[src/rtl/clk_div_pkg.sv]
// Shared types and helpers for the programmable clock divider.
// Divisor decoding lives here so the top and any later users agree on
// what {N, half} means: output mode plus the counter wrap value P-1.
package clk_div_pkg;

  typedef enum logic [1:0] {
    MODE_EVEN,
    MODE_ODD,
    MODE_HALF
  } div_mode_e;

  localparam int unsigned DIV_MIN = 2;

  typedef struct packed {
    div_mode_e   mode;
    logic [31:0] wrap;
  } div_cfg_t;

  // Divisors below DIV_MIN cannot produce two distinct phases, so they are raised to it
  function automatic logic [31:0] clamp_div(input logic [31:0] n);
    return (n < DIV_MIN) ? DIV_MIN : n;
  endfunction

  function automatic div_mode_e div_mode(input logic n_lsb, input logic half);
    if (half) return MODE_HALF;
    return n_lsb ? MODE_ODD : MODE_EVEN;
  endfunction

  // Half mode counts 2N+1 input cycles per counter cycle (two output periods)
  function automatic logic [31:0] div_wrap(input logic [31:0] n, input logic half);
    return half ? (n << 1) : (n - 32'd1);
  endfunction

  function automatic div_cfg_t decode_div(input logic [31:0] n, input logic half);
    div_cfg_t cfg;
    cfg.mode = div_mode(n[0], half);
    cfg.wrap = div_wrap(n, half);
    return cfg;
  endfunction

endpackage

[src/rtl/clk_div_neg_stage.sv]
// Falling-edge register of the divider. It is kept as its own instance so
// the half-cycle timing path and scan handling attach to a single cell.
// q_n is the complementary flop output used directly by the output gate.
module clk_div_neg_stage (
  input  logic clk_in,
  input  logic rst_n,
  input  logic d,
  output logic q_n
);

  logic q;

  // Capture on the falling edge; cleared asynchronously together with the posedge logic
  always_ff @(negedge clk_in or negedge rst_n) begin
    if (!rst_n) q <= 1'b0;
    else        q <= d;
  end

  assign q_n = ~q;

endmodule

[src/rtl/clk_div_prog.sv]
// Runtime-programmable clock divider: divide by N (50% duty, even or odd N)
// or by N+0.5. New ratios are shadowed and switched only at a counter wrap
// or when starting from the parked state, so clk_out never runts.
// clk_out = pos_q AND (inverted negedge block flop); pos_q changes only on
// rising edges and the block flop only on falling edges.
// Optional macro CLK_DIV_TICK_EN adds the 'tick' period-start output.
module clk_div_prog
  import clk_div_pkg::*;
#(
  parameter int CNT_W    = 8,
  parameter int DEF_INT  = 5,
  parameter int DEF_HALF = 1
) (
  input  logic             clk_in,
  input  logic             rst_n,
  input  logic             en,
  input  logic [CNT_W-1:0] div_int,
  input  logic             div_half,
  input  logic             load,
  output logic             clk_out,
  output logic             upd_pend,
  output logic             running
`ifdef CLK_DIV_TICK_EN
  ,
  output logic             tick
`endif
);

  localparam int CW = CNT_W + 1;
  localparam logic [CNT_W-1:0] DEF_N = CNT_W'(clamp_div(32'(DEF_INT)));
  localparam logic DEF_H = (DEF_HALF != 0);

  logic [CW-1:0]    cnt, cnt_nxt, n_ext, half_ext;
  logic [CNT_W-1:0] act_int, act_int_nxt, sh_int, sh_int_nxt;
  logic             act_half, act_half_nxt, sh_half, sh_half_nxt;
  logic             pend_nxt, run_nxt, at_wrap, apply;
  logic             pos_q, pos_nxt, blk_q, blk_nxt, pass;
  div_cfg_t         cfg_nxt;

  // Next-state: period boundaries, shadow handover, and which flops gate clk_out
  // next cycle; blk is a look-ahead for the following half cycle so the first
  // half of cycle zero already matches the ratio that will be active then
  always_comb begin
    at_wrap = running && (32'(cnt) == div_wrap(32'(act_int), act_half));
    apply   = at_wrap || (!running && en);

    sh_int_nxt  = sh_int;
    sh_half_nxt = sh_half;
    if (load) begin
      sh_int_nxt  = CNT_W'(clamp_div(32'(div_int)));
      sh_half_nxt = div_half;
    end
    pend_nxt = load ? 1'b1 : (apply ? 1'b0 : upd_pend);

    act_int_nxt  = act_int;
    act_half_nxt = act_half;
    if (apply && upd_pend) begin
      act_int_nxt  = sh_int;
      act_half_nxt = sh_half;
    end

    run_nxt = running;
    cnt_nxt = cnt + 1'b1;
    if (!running || at_wrap) begin
      run_nxt = en;
      cnt_nxt = '0;
    end

    cfg_nxt  = decode_div(32'(act_int_nxt), act_half_nxt);
    n_ext    = {1'b0, act_int_nxt};
    half_ext = n_ext >> 1;

    pos_nxt = 1'b0;
    blk_nxt = (div_mode(pend_nxt ? sh_int_nxt[0] : act_int_nxt[0],
                        pend_nxt ? sh_half_nxt  : act_half_nxt) == MODE_ODD);
    if (run_nxt && (32'(cnt_nxt) != cfg_nxt.wrap)) begin
      case (cfg_nxt.mode)
        MODE_EVEN: begin
          pos_nxt = (cnt_nxt < half_ext);
          blk_nxt = 1'b0;
        end
        MODE_ODD: begin
          pos_nxt = (cnt_nxt <= half_ext);
          blk_nxt = (cnt_nxt > half_ext);
        end
        default: begin
          pos_nxt = (cnt_nxt == '0) || (cnt_nxt == n_ext);
          blk_nxt = (cnt_nxt < n_ext);
        end
      endcase
    end
  end

  // Posedge state: counter, run flag, active/shadow ratio and output operand flops
  always_ff @(posedge clk_in or negedge rst_n) begin
    if (!rst_n) begin
      cnt      <= '0;
      running  <= 1'b0;
      upd_pend <= 1'b0;
      act_int  <= DEF_N;
      act_half <= DEF_H;
      sh_int   <= DEF_N;
      sh_half  <= DEF_H;
      pos_q    <= 1'b0;
      blk_q    <= 1'b0;
    end else begin
      cnt      <= cnt_nxt;
      running  <= run_nxt;
      upd_pend <= pend_nxt;
      act_int  <= act_int_nxt;
      act_half <= act_half_nxt;
      sh_int   <= sh_int_nxt;
      sh_half  <= sh_half_nxt;
      pos_q    <= pos_nxt;
      blk_q    <= blk_nxt;
    end
  end

  clk_div_neg_stage u_neg_stage (
    .clk_in (clk_in),
    .rst_n  (rst_n),
    .d      (blk_q),
    .q_n    (pass)
  );

  assign clk_out = pos_q & pass;

`ifdef CLK_DIV_TICK_EN
  // Period-start marker in the clk_in domain, high during counter cycle zero
  always_ff @(posedge clk_in or negedge rst_n) begin
    if (!rst_n) tick <= 1'b0;
    else        tick <= run_nxt && (cnt_nxt == '0);
  end
`endif

endmodule

[config.mk]
export PLATFORM = sky130hd
export DESIGN_NAME = clk_div_prog
export DESIGN_NICKNAME = d
export VERILOG_FILES = /design/src/rtl/clk_div_pkg.sv /design/src/rtl/clk_div_neg_stage.sv /design/src/rtl/clk_div_prog.sv
export SDC_FILE = /design/constraint.sdc
export NUM_CORES = 1
export LEC_CHECK = 0
export CAP_MARGIN = 40
export CORE_UTILIZATION = 40
export DETAILED_ROUTE_END_ITERATION = 10
export GPL_TIMING_DRIVEN = 0
export PLACE_DENSITY_LB_ADDON = 0.1
export SLEW_MARGIN = 5
export SYNTH_ARGS = -nofsm -noshare
export SYNTH_HDL_FRONTEND = slang
export SYNTH_SLANG_ARGS = --single-unit
[constraint.sdc]
create_clock -name clk_in -period 5.07 [get_ports clk_in]
set_input_delay 0.7605 -clock clk_in [delete_from_list [all_inputs] [get_ports clk_in]]
set_output_delay 0.7605 -clock clk_in [all_outputs]
set_load 0.01 [all_outputs]
# == Word-level counts from Yosys, hierarchy flattened ==
# Index checks and enable logic that the tools add are counted.
# word_totals
register_bits,32
input_bits,13
output_inout_bits,3
wordCells,61
# op_classes
bitwise,2
magnitude_cmp,5
n_reduce_logical,10
n_addsub,3
n_eq_ne,5
muxes,25
# op_table
op,count
32-bit 2-to-1 mux,2
9-bit by 32-bit == test with 1-bit output,1
9-bit by 32-bit != test with 1-bit output,1
"8-bit by 1-bit subtractor with 9-bit output, second input constant",2
8-bit 2-to-1 mux,2
1-bit 2-to-1 mux,14
"9-bit by 1-bit adder with 9-bit output, second input constant",1
9-bit by 8-bit == test with 1-bit output,1
9-bit by 7-bit > comparator with 1-bit output,1
9-bit by 7-bit <= comparator with 1-bit output,1
9-bit logical NOT,1
9-bit by 7-bit less-than comparator with 1-bit output,1
9-bit by 8-bit less-than comparator with 1-bit output,1
9-bit 2-to-1 mux,1
"8-bit by 2-bit less-than comparator with 1-bit output, second input constant",1
2-bit 2-to-1 mux,4
"2-bit by 1-bit == test with 1-bit output, second input constant",2
1-bit logical AND,4
1-bit one-hot mux with 2 select lines,2
1-bit logical OR,3
2-bit logical NOT,1
1-bit bitwise AND,1
1-bit logical NOT,1
1-bit NOT,1

# == Longest topological paths before layout ==
# Gate-level depths: netlist (run 1).
# logic_depth
ltp_word,12
depth_mapped,24
mapped_depth_nobuf,22

# == Cells and area by module ==
# Synthesis (run 1) repeated with hierarchy kept, for this count alone.
# unflattened
hier_cells,420
area_unflattened_um2,3284.4
# by_module_without_submodules
module,n_inst,cells_per_inst,seq_area_each_um2,area_per_inst_um2
clk_div_prog,1,418,783.3,3255.6
clk_div_neg_stage,1,2,25.0,28.8

==> flow_results.xml, run 1 <==
<?xml version="1.0" encoding="UTF-8"?>
<metrics>
  <group name="run_status">
    <metric name="run_status" unit="">finished, violations left</metric>
    <metric name="failed_checks" unit="">setup timing</metric>
  </group>
  <group name="synthesis">
    <metric name="yosys-top-cells-area" unit="">sky130_fd_sc_hd__dfrtp_1 (19%), sky130_fd_sc_hd__ha_1 (6.9%), sky130_fd_sc_hd__mux2i_1 (5.2%), sky130_fd_sc_hd__dfstp_2 (4.8%), sky130_fd_sc_hd__nor2_1 (4.1%)</metric>
    <metric name="synth_warnings" unit="">0</metric>
    <metric name="synth_top_flop_cell" unit="">sky130_fd_sc_hd__dfrtp_1</metric>
    <metric name="post_synth_inst_count" unit="">419</metric>
    <metric name="synth_enable_flop_cells" unit="">0</metric>
    <metric name="syn-cell-area" unit="µm²">3280</metric>
    <metric name="async_flop_share" unit="%">100</metric>
    <metric name="synth-seq-cells" unit="">32</metric>
    <metric name="synth_top_area_share" unit="%">19.1</metric>
    <metric name="netlist.top_cell.by_area" unit="">sky130_fd_sc_hd__dfrtp_1</metric>
    <metric name="synthesis.area_per_instance" unit="µm²">7.83</metric>
    <metric name="synth_cell_type_count" unit="">65</metric>
    <metric name="ys_seq_area_share" unit="%">24.6</metric>
    <metric name="postSynthNetCount" unit="">450</metric>
  </group>
  <group name="routing">
    <metric name="wire_per_inst" unit="µm">19.7</metric>
    <metric name="drt_wl_total" unit="µm">11100</metric>
    <metric name="postRouteAntennaNets" unit="">0</metric>
    <metric name="remaining_design_rule_violation_count" unit="">0</metric>
    <metric name="detailed_routing_iteration_count_for_the_pre_antenna_repair_pass" unit="">5</metric>
    <metric name="vias" unit="">3455</metric>
    <metric name="vias_per_cell" unit="">6.13</metric>
    <metric name="detailedRoute.firstIterationViolations" unit="">389</metric>
  </group>
  <group name="floorplanning">
    <metric name="floorplan.initialDensity" unit="%">41.8</metric>
    <metric name="floorplan.rows" unit="">32</metric>
    <metric name="die-height" unit="µm">92.6</metric>
    <metric name="die_area" unit="µm²">8570</metric>
    <metric name="die_width" unit="µm">92.6</metric>
    <metric name="core_region_area" unit="µm²">7850</metric>
    <metric name="io_pins" unit="">16</metric>
  </group>
  <group name="global_routing">
    <metric name="grt_util_met2" unit="%">42.4</metric>
    <metric name="via_count_of_the_first_global_routing_pass" unit="">3187</metric>
    <metric name="maximum_number_of_pins_on_one_net_before_global_route_repair" unit="">33</metric>
    <metric name="overflow" unit="">0</metric>
    <metric name="grt_util_all_layers" unit="%">26.4</metric>
    <metric name="met3_usage" unit="%">2.96</metric>
    <metric name="initial_antenna_violation_count" unit="">0</metric>
    <metric name="global_route.peak_usage_layer" unit="">met2</metric>
    <metric name="grt_first_pass_wirelength" unit="µm">17300</metric>
    <metric name="grt.met1_usage" unit="%">37.2</metric>
  </group>
  <group name="placement">
    <metric name="gp_routability_congestion" unit="">0.929</metric>
    <metric name="hpwlAfterDp" unit="µm">8260</metric>
    <metric name="detailedPlace.worstSlack" unit="ns">-1.04</metric>
    <metric name="io_buffers" unit="">15</metric>
  </group>
  <group name="layout">
    <metric name="final_nets" unit="">492</metric>
    <metric name="antenna_cells" unit="">0</metric>
    <metric name="filler_cell_count" unit="">787</metric>
    <metric name="finalCoreUtilization" unit="%">52.6</metric>
    <metric name="layout.cells.most_common" unit="">sky130_fd_sc_hd__nor2_1</metric>
    <metric name="layout-drive-gt1-share" unit="%">21.0</metric>
    <metric name="synthToLayoutAreaGrowth" unit="%">25.8</metric>
    <metric name="layout.area.seq" unit="µm²">810</metric>
    <metric name="layout.cells.most_common_list" unit="">sky130_fd_sc_hd__nor2_1 (36), sky130_fd_sc_hd__inv_1 (29), sky130_fd_sc_hd__nand2_1 (25), sky130_fd_sc_hd__dfrtp_1 (24), sky130_fd_sc_hd__buf_4 (22)</metric>
    <metric name="multi_input_gate_area" unit="µm²">2530</metric>
  </group>
  <group name="sta">
    <metric name="postLayoutSetupSlackWorst" unit="ns">-0.00357</metric>
    <metric name="setup-tns-final" unit="ns">-0.00357</metric>
    <metric name="rsz0062_at_grt" unit="">yes</metric>
    <metric name="timing.clock.skew" unit="ns">0.0154</metric>
    <metric name="count_of_final_max_slew_check_failures" unit="">0</metric>
    <metric name="final_min_period_over_clock_period" unit="%">100</metric>
    <metric name="timing.final.setup_violations" unit="">1</metric>
    <metric name="final_period_minus_worst_setup_slack" unit="ns">5.07</metric>
    <metric name="timing.slew.headroom" unit="%">37.3</metric>
    <metric name="hold_violations" unit="">0</metric>
    <metric name="max_freq" unit="MHz">197</metric>
    <metric name="worstMarginPinSlew" unit="ns">0.934</metric>
  </group>
  <group name="cts">
    <metric name="cts.sink_count" unit="">32</metric>
    <metric name="clk_path_buf_depth" unit="">2</metric>
    <metric name="h_tree_depth" unit="">2</metric>
    <metric name="worst_skew_pair.late_latency" unit="ns">0.30</metric>
    <metric name="cts_root_buffer" unit="">sky130_fd_sc_hd__clkbuf_8</metric>
    <metric name="clock_transition_time_at_the_flip_flop_clock_pins_of_the_worst_setup_and_hold_paths" unit="ns">0.08</metric>
    <metric name="cts_tree" unit="">built</metric>
    <metric name="tritoncts.num_buffers" unit="">5</metric>
  </group>
  <group name="power">
    <metric name="power" unit="mW">2.99</metric>
    <metric name="p_per_area" unit="nW/µm²">725</metric>
    <metric name="p_leak" unit="nW">1.68</metric>
    <metric name="share_of_total_power_consumed_by_net_switching" unit="%">51.4</metric>
    <metric name="p_int" unit="mW">1.45</metric>
    <metric name="power_frac_comb" unit="%">77.6</metric>
    <metric name="netSwitchingPower" unit="mW">1.54</metric>
    <metric name="p_seq_share" unit="%">15.2</metric>
    <metric name="worst_ir_drop_vdd" unit="µV">349</metric>
    <metric name="power.clock.fraction" unit="%">7.2</metric>
  </group>
  <group name="worst_setup_path">
    <metric name="setup.worst_path.class" unit="">register to register</metric>
    <metric name="critical-path-slowest-cell" unit="">sky130_fd_sc_hd__or4_4</metric>
    <metric name="cp.required" unit="ns">5.21</metric>
    <metric name="cp_max_fo" unit="">5</metric>
    <metric name="critical_path.cell_chain" unit="">buf_6 -&gt; nor4_4 -&gt; a2111oi_2 -&gt; a311o_1 -&gt; or4_4 -&gt; or3_4 -&gt; a21oi_4 -&gt; buf_6 -&gt; nand2_4 -&gt; o21ai_4 -&gt; inv_2 -&gt; ha_4 -&gt; inv_2 -&gt; o21ai_2 -&gt; nor2_1 -&gt; a31oi_1 -&gt; o211ai_1 -&gt; mux2i_1 -&gt; a311o_1 -&gt; a2111oi_4 -&gt; a41oi_2 -&gt; nor3b_2</metric>
    <metric name="cp_data_arrival_time" unit="ns">5.21</metric>
    <metric name="setup.worst_path.start_class" unit="">register</metric>
    <metric name="worstPathBufferInverterCount" unit="">4</metric>
    <metric name="endpoint_kind" unit="">register</metric>
    <metric name="category_of_cells_accounting_for_the_largest_share_of_critical_path_delay" unit="">compound AO/OA/AOI/OAI gates</metric>
    <metric name="cpPeakStageDelay" unit="ns">0.53</metric>
  </group>
  <group name="hold_path">
    <metric name="holdCritPathClass" unit="">primary input to asynchronous set/reset pin</metric>
  </group>
  <group name="flow_run">
    <metric name="max-cap-violations" unit="">0</metric>
  </group>
</metrics>
metrics by stage:
stage | cells | instance area, µm² | hold slack [ns]
finish | 564 | 4130 | 0.517
global route | 564 | 4130 | 0.582
CTS | 561 | 3950 | 0.566
detailed placement | 536 | 3570 | 0.574
global placement | 536 | 3580 | 0.581
floorplan | 419 | 3300 | 0.465
state kept, by name, summed over array words and instances (netlist names):
register       flops
sh_int             8
running            1
u_neg_stage.q      1
pos_q              1
act_half           1
blk_q              1
sh_half            1
act_int            8
cnt                9
upd_pend           1
layout make-up:
class / instances / share of cell area [%]
Buffer: 18 / 2.27
Clock buffer: 6 / 2.00
Sequential cell: 32 / 19.6
Clock inverter: 2 / 0.242
Multi-Input combinational cell: 330 / 61.4
Inverter: 35 / 3.36
Tap cell: 102 / 3.09
Timing Repair Buffer: 39 / 8.06
power by group through the flow:
| stage | logic, mW | clock network (mW) | registers [mW] |
|---|---|---|---|
| 2_1_floorplan | 1.40 | 0 | 0.412 |
| 3_3_place_gp | 1.84 | 0 | 0.444 |
| 3_5_place_dp | 1.87 | 0 | 0.445 |
| 4_1_cts | 2.08 | 0.218 | 0.438 |
| 5_1_grt | 2.53 | 0.228 | 0.468 |
| 6_report | 2.32 | 0.216 | 0.455 |
routing by layer:
layer | up-vias | wire (µm)
li1 | 1638 | -
met1 | 1686 | 5080
met2 | 116 | 5280
met3 | 15 | 568
met4 | 0 | 170
met5 | - | 0
worst paths after layout:
kind                                       to  slack, ns       start  depth (start not counted)
worst max-delay path                    pos_q     -0.004  act_int[0]                         22
worst min-delay path               act_int[4]       0.52       rst_n                          1
worst max register to register          pos_q     -0.004  act_int[0]                         22
worst min register to register      sh_int[0]       0.63   sh_int[0]                          2
max in group asynchronous       u_neg_stage.q       1.58       rst_n                          1
min in group clk_in                 sh_int[0]       0.63   sh_int[0]                          2
Yosys cell counts, types with 5 or more instances:
library cell               count
sky130_fd_sc_hd__o21ai_0      26
sky130_fd_sc_hd__o31ai_1       5
sky130_fd_sc_hd__o211ai_1      5
sky130_fd_sc_hd__nand3_1      20
sky130_fd_sc_hd__nor2_1       36
sky130_fd_sc_hd__nor3_1       18
sky130_fd_sc_hd__xor2_1        8
sky130_fd_sc_hd__a31oi_1       9
sky130_fd_sc_hd__nand2_1      27
sky130_fd_sc_hd__a21oi_1      11
sky130_fd_sc_hd__clkbuf_1     18
sky130_fd_sc_hd__ha_1         18
sky130_fd_sc_hd__dfrtp_1      25
sky130_fd_sc_hd__nor2b_1       8
sky130_fd_sc_hd__nand4_1       8
sky130_fd_sc_hd__inv_1        34
sky130_fd_sc_hd__nand2b_1     10
sky130_fd_sc_hd__nor4b_1       5
sky130_fd_sc_hd__nor4_1        8
sky130_fd_sc_hd__xnor2_1       9
sky130_fd_sc_hd__and3_1        5
sky130_fd_sc_hd__mux2_2        6
sky130_fd_sc_hd__dfstp_2       6
sky130_fd_sc_hd__mux2i_1      17
kinds of logic (layout without fill, tap and decap cells):
kind of cell / count (synthesis) / in the layout / synth area share [%]
AO/OA/AOI/OAI: 102 / 102 / 21.9
XOR/XNOR: 17 / 17 / 4.54
adder cells (fa/ha/maj): 18 / 18 / 6.87
buffers and inverters: 57 / 100 / 6.67
flip-flops: 32 / 32 / 24.6
multiplexers: 23 / 23 / 7.25
AND/OR/NAND/NOR: 170 / 170 / 28.1
timing repair:
item                                    in CTS  in global routing
gates resized for setup                     38                 31
hold buffers                                 0                  0
setup buffers                               18                  6
pin swaps                                   12                 16
endpoints found under the hold margin        0                  0
endpoints found under the setup margin       2                  2
No activity file was read; power rests on OpenSTA's default activity.
==> run 2: changes to the inputs <==
Clock period 5.07 ns to 4.55 ns, I/O delays scaled along.
==> run 2 against run 1 <==
The flow still finishes with violations (setup timing). Sequential cell count did not move. Sequential power grew 11%. Critical path depth shrank 2. Wire length down 0.45%. Clock skew is 0.0023 ns lower. Core utilization down 0.22 points. Via count shrank 1.0%. Highest routed layer unchanged.
==> flow_results.xml, run 2 (same netlist as run 1, synthesis figures left out) <==
<?xml version="1.0" encoding="UTF-8"?>
<metrics>
  <group name="sta">
    <metric name="worstMarginPinSlew" unit="ns">0.781</metric>
    <metric name="timing.slew.headroom" unit="%">47.9</metric>
    <metric name="count_of_final_max_slew_check_failures" unit="">0</metric>
    <metric name="timing.clock.skew" unit="ns">0.0130</metric>
    <metric name="final_min_period_over_clock_period" unit="%">109</metric>
    <metric name="postLayoutSetupSlackWorst" unit="ns">-0.395</metric>
    <metric name="hold_violations" unit="">0</metric>
    <metric name="max_freq" unit="MHz">202</metric>
    <metric name="rsz0062_at_grt" unit="">yes</metric>
    <metric name="timing.final.setup_violations" unit="">2</metric>
    <metric name="final_period_minus_worst_setup_slack" unit="ns">4.94</metric>
  </group>
  <group name="cts">
    <metric name="cts_hold_repair.buffers" unit="">0</metric>
    <metric name="clk_path_buf_depth" unit="">2</metric>
    <metric name="cts_root_buffer" unit="">sky130_fd_sc_hd__clkbuf_8</metric>
    <metric name="worst_skew_pair.late_latency" unit="ns">0.30</metric>
    <metric name="cts_tree" unit="">built</metric>
    <metric name="h_tree_depth" unit="">2</metric>
    <metric name="tritoncts.num_buffers" unit="">5</metric>
    <metric name="cts.sink_count" unit="">32</metric>
    <metric name="clock_transition_time_at_the_flip_flop_clock_pins_of_the_worst_setup_and_hold_paths" unit="ns">0.08</metric>
  </group>
  <group name="layout">
    <metric name="final_nets" unit="">491</metric>
    <metric name="filler_cell_count" unit="">764</metric>
    <metric name="max_reg_flops" unit="">9</metric>
    <metric name="final_area" unit="µm²">4110</metric>
    <metric name="synthToLayoutAreaGrowth" unit="%">25.3</metric>
    <metric name="layout_top_registers" unit="">cnt (9), act_int (8), sh_int (8)</metric>
    <metric name="layout-drive-gt1-share" unit="%">20.0</metric>
    <metric name="largest_register_by_flop_count" unit="">cnt</metric>
    <metric name="layout.cells.most_common" unit="">sky130_fd_sc_hd__nor2_1</metric>
    <metric name="antenna_cells" unit="">0</metric>
    <metric name="layout.cells.most_common_list" unit="">sky130_fd_sc_hd__nor2_1 (36), sky130_fd_sc_hd__inv_1 (29), sky130_fd_sc_hd__nand2_1 (25), sky130_fd_sc_hd__o21ai_0 (24), sky130_fd_sc_hd__dfrtp_1 (24)</metric>
  </group>
  <group name="routing">
    <metric name="remaining_design_rule_violation_count" unit="">0</metric>
    <metric name="detailedRoute.firstIterationViolations" unit="">374</metric>
    <metric name="postRouteAntennaNets" unit="">0</metric>
    <metric name="drt_wl_total" unit="µm">11100</metric>
    <metric name="top_layer" unit="">met4</metric>
    <metric name="detailed_routing_iteration_count_for_the_pre_antenna_repair_pass" unit="">5</metric>
    <metric name="met3RoutedLength" unit="µm">680</metric>
    <metric name="wire_per_inst" unit="µm">19.6</metric>
    <metric name="vias" unit="">3420</metric>
    <metric name="routed_metal_1_wire_length" unit="µm">4970</metric>
    <metric name="vias_per_cell" unit="">6.07</metric>
    <metric name="route.met2.wl" unit="µm">5220</metric>
  </group>
  <group name="floorplanning">
    <metric name="floorplan.initialDensity" unit="%">41.8</metric>
    <metric name="die-height" unit="µm">92.6</metric>
    <metric name="die_area" unit="µm²">8570</metric>
    <metric name="floorplan.rows" unit="">32</metric>
    <metric name="io_pins" unit="">16</metric>
    <metric name="die_width" unit="µm">92.6</metric>
    <metric name="core_region_area" unit="µm²">7850</metric>
  </group>
  <group name="global_routing">
    <metric name="overflow" unit="">0</metric>
    <metric name="maximum_number_of_pins_on_one_net_before_global_route_repair" unit="">33</metric>
    <metric name="initial_antenna_violation_count" unit="">0</metric>
    <metric name="grt_util_all_layers" unit="%">26.7</metric>
    <metric name="via_count_of_the_first_global_routing_pass" unit="">3242</metric>
    <metric name="grt_first_pass_wirelength" unit="µm">17200</metric>
  </group>
  <group name="power">
    <metric name="p_seq_share" unit="%">15.2</metric>
    <metric name="p_int" unit="mW">1.66</metric>
    <metric name="netSwitchingPower" unit="mW">1.67</metric>
    <metric name="worst_ir_drop_vdd" unit="µV">358</metric>
    <metric name="power" unit="mW">3.32</metric>
    <metric name="power_frac_comb" unit="%">75.3</metric>
    <metric name="power.clock.fraction" unit="%">9.4</metric>
    <metric name="share_of_total_power_consumed_by_net_switching" unit="%">50.1</metric>
    <metric name="p_per_area" unit="nW/µm²">809</metric>
    <metric name="p_leak" unit="nW">1.69</metric>
  </group>
  <group name="placement">
    <metric name="gp_routability_congestion" unit="">0.981</metric>
    <metric name="place_area" unit="µm²">3640</metric>
    <metric name="io_buffers" unit="">15</metric>
    <metric name="hpwlAfterDp" unit="µm">8310</metric>
  </group>
  <group name="worst_setup_path">
    <metric name="setup.worst_path.start_class" unit="">register</metric>
    <metric name="worst-r2r-setup-slack" unit="ns">-0.39</metric>
    <metric name="worst_path_most_repeated_cell" unit="">sky130_fd_sc_hd__a311o_1</metric>
    <metric name="endpoint_kind" unit="">register</metric>
    <metric name="cp_data_arrival_time" unit="ns">5.12</metric>
    <metric name="cpPeakStageDelay" unit="ns">0.65</metric>
    <metric name="critical_path.cell_chain" unit="">nor4b_4 -&gt; a211oi_2 -&gt; a311o_1 -&gt; or4_4 -&gt; or3_4 -&gt; a21oi_4 -&gt; buf_6 -&gt; nand2_4 -&gt; o21ai_4 -&gt; inv_2 -&gt; ha_4 -&gt; mux2i_2 -&gt; and3_1 -&gt; nand4_1 -&gt; o211ai_1 -&gt; mux2i_1 -&gt; a311o_1 -&gt; a2111oi_4 -&gt; a41oi_2 -&gt; nor3b_2</metric>
    <metric name="reg2reg_depth" unit="">20</metric>
    <metric name="regToRegStartpoint" unit="">act_int[0]</metric>
    <metric name="setup.worst_path.class" unit="">register to register</metric>
    <metric name="cp.required" unit="ns">4.72</metric>
    <metric name="critical-path-slowest-cell" unit="">sky130_fd_sc_hd__dfstp_2</metric>
    <metric name="cp_max_fo" unit="">7</metric>
    <metric name="r2r_end" unit="">pos_q</metric>
  </group>
  <group name="run_status">
    <metric name="run_status" unit="">finished, violations left</metric>
    <metric name="failed_checks" unit="">setup timing</metric>
  </group>
  <group name="flow_run">
    <metric name="max-cap-violations" unit="">0</metric>
  </group>
  <group name="hold_path">
    <metric name="holdCritPathClass" unit="">primary input to asynchronous set/reset pin</metric>
  </group>
</metrics>
run 2: stage by stage:
stage | setup TNS [ns] | hold slack, ns | util, % | instances | setup WS (ns)
detailed placement | -2.70 | 0.606 | 46.3 | 537 | -1.37
global route | -1.12 | 0.514 | 52.4 | 563 | -0.566
CTS | -0.918 | 0.478 | 51.0 | 560 | -0.463
finish | -0.771 | 0.461 | 52.4 | 563 | -0.395
floorplan | -0.745 | 0.387 | - | 419 | -0.402
global placement | -2.70 | 0.593 | 46.3 | 536 | -1.30
run 2: area by class of cell:
| class | count | area, µm² | area share (%) |
|---|---|---|---|
| sequential | 32 | 810 | 19.7 |
| multi-input combinational | 330 | 2470 | 60.1 |
| buffer | 18 | 93.8 | 2.28 |
| timing repair buffer | 38 | 340 | 8.28 |
| inverter | 35 | 141 | 3.44 |
| clock buffer | 7 | 96.3 | 2.34 |
| clock inverter | 1 | 30.0 | 0.731 |
| tap | 102 | 128 | 3.11 |
run 2: layer usage:
layer | vias to the layer above | GRT usage, %
met1 | 1640 | 35.4
met3 | 16 | 5.01
met4 | 0 | 8.98
li1 | 1622 | -
met2 | 142 | 43.4
met5 | - | 0
run 2: worst max path at each step:
stage,start,to,slack (ns),cells past startpoint
floorplan,act_int[1],pos_q,-0.40,23
global placement,act_half,blk_q,-1.30,23
detailed placement,act_half,blk_q,-1.37,23
CTS,act_int[0],pos_q,-0.46,24
global route,act_int[0],pos_q,-0.57,23
finish,act_int[0],pos_q,-0.39,20
run 2: power by group through the flow:
| stage | combinational, mW | clock (mW) | sequential (mW) |
|---|---|---|---|
| after floorplan | 1.60 | 0 | 0.460 |
| after global placement | 2.10 | 0 | 0.490 |
| after detailed placement | 2.13 | 0 | 0.491 |
| after CTS | 2.32 | 0.317 | 0.486 |
| after global routing | 2.73 | 0.327 | 0.520 |
| final | 2.50 | 0.314 | 0.505 |
run 2: worst max-delay path, delay by kind of cell, from the launching register on:
family                   cells  cell delay [ns]
AND/OR/NAND/NOR              7             1.69
multiplexers                 2             0.30
adder cells (fa/ha/maj)      1             0.26
AO/OA/AOI/OAI                8             1.68
buffers and inverters        2             0.22
flip-flops                   1             0.65
run 2: what timing repair did:
action	CTS	global route
pin swaps	13	14
gates resized for setup	26	19
setup buffers	16	6
setup endpoints to repair	2	2
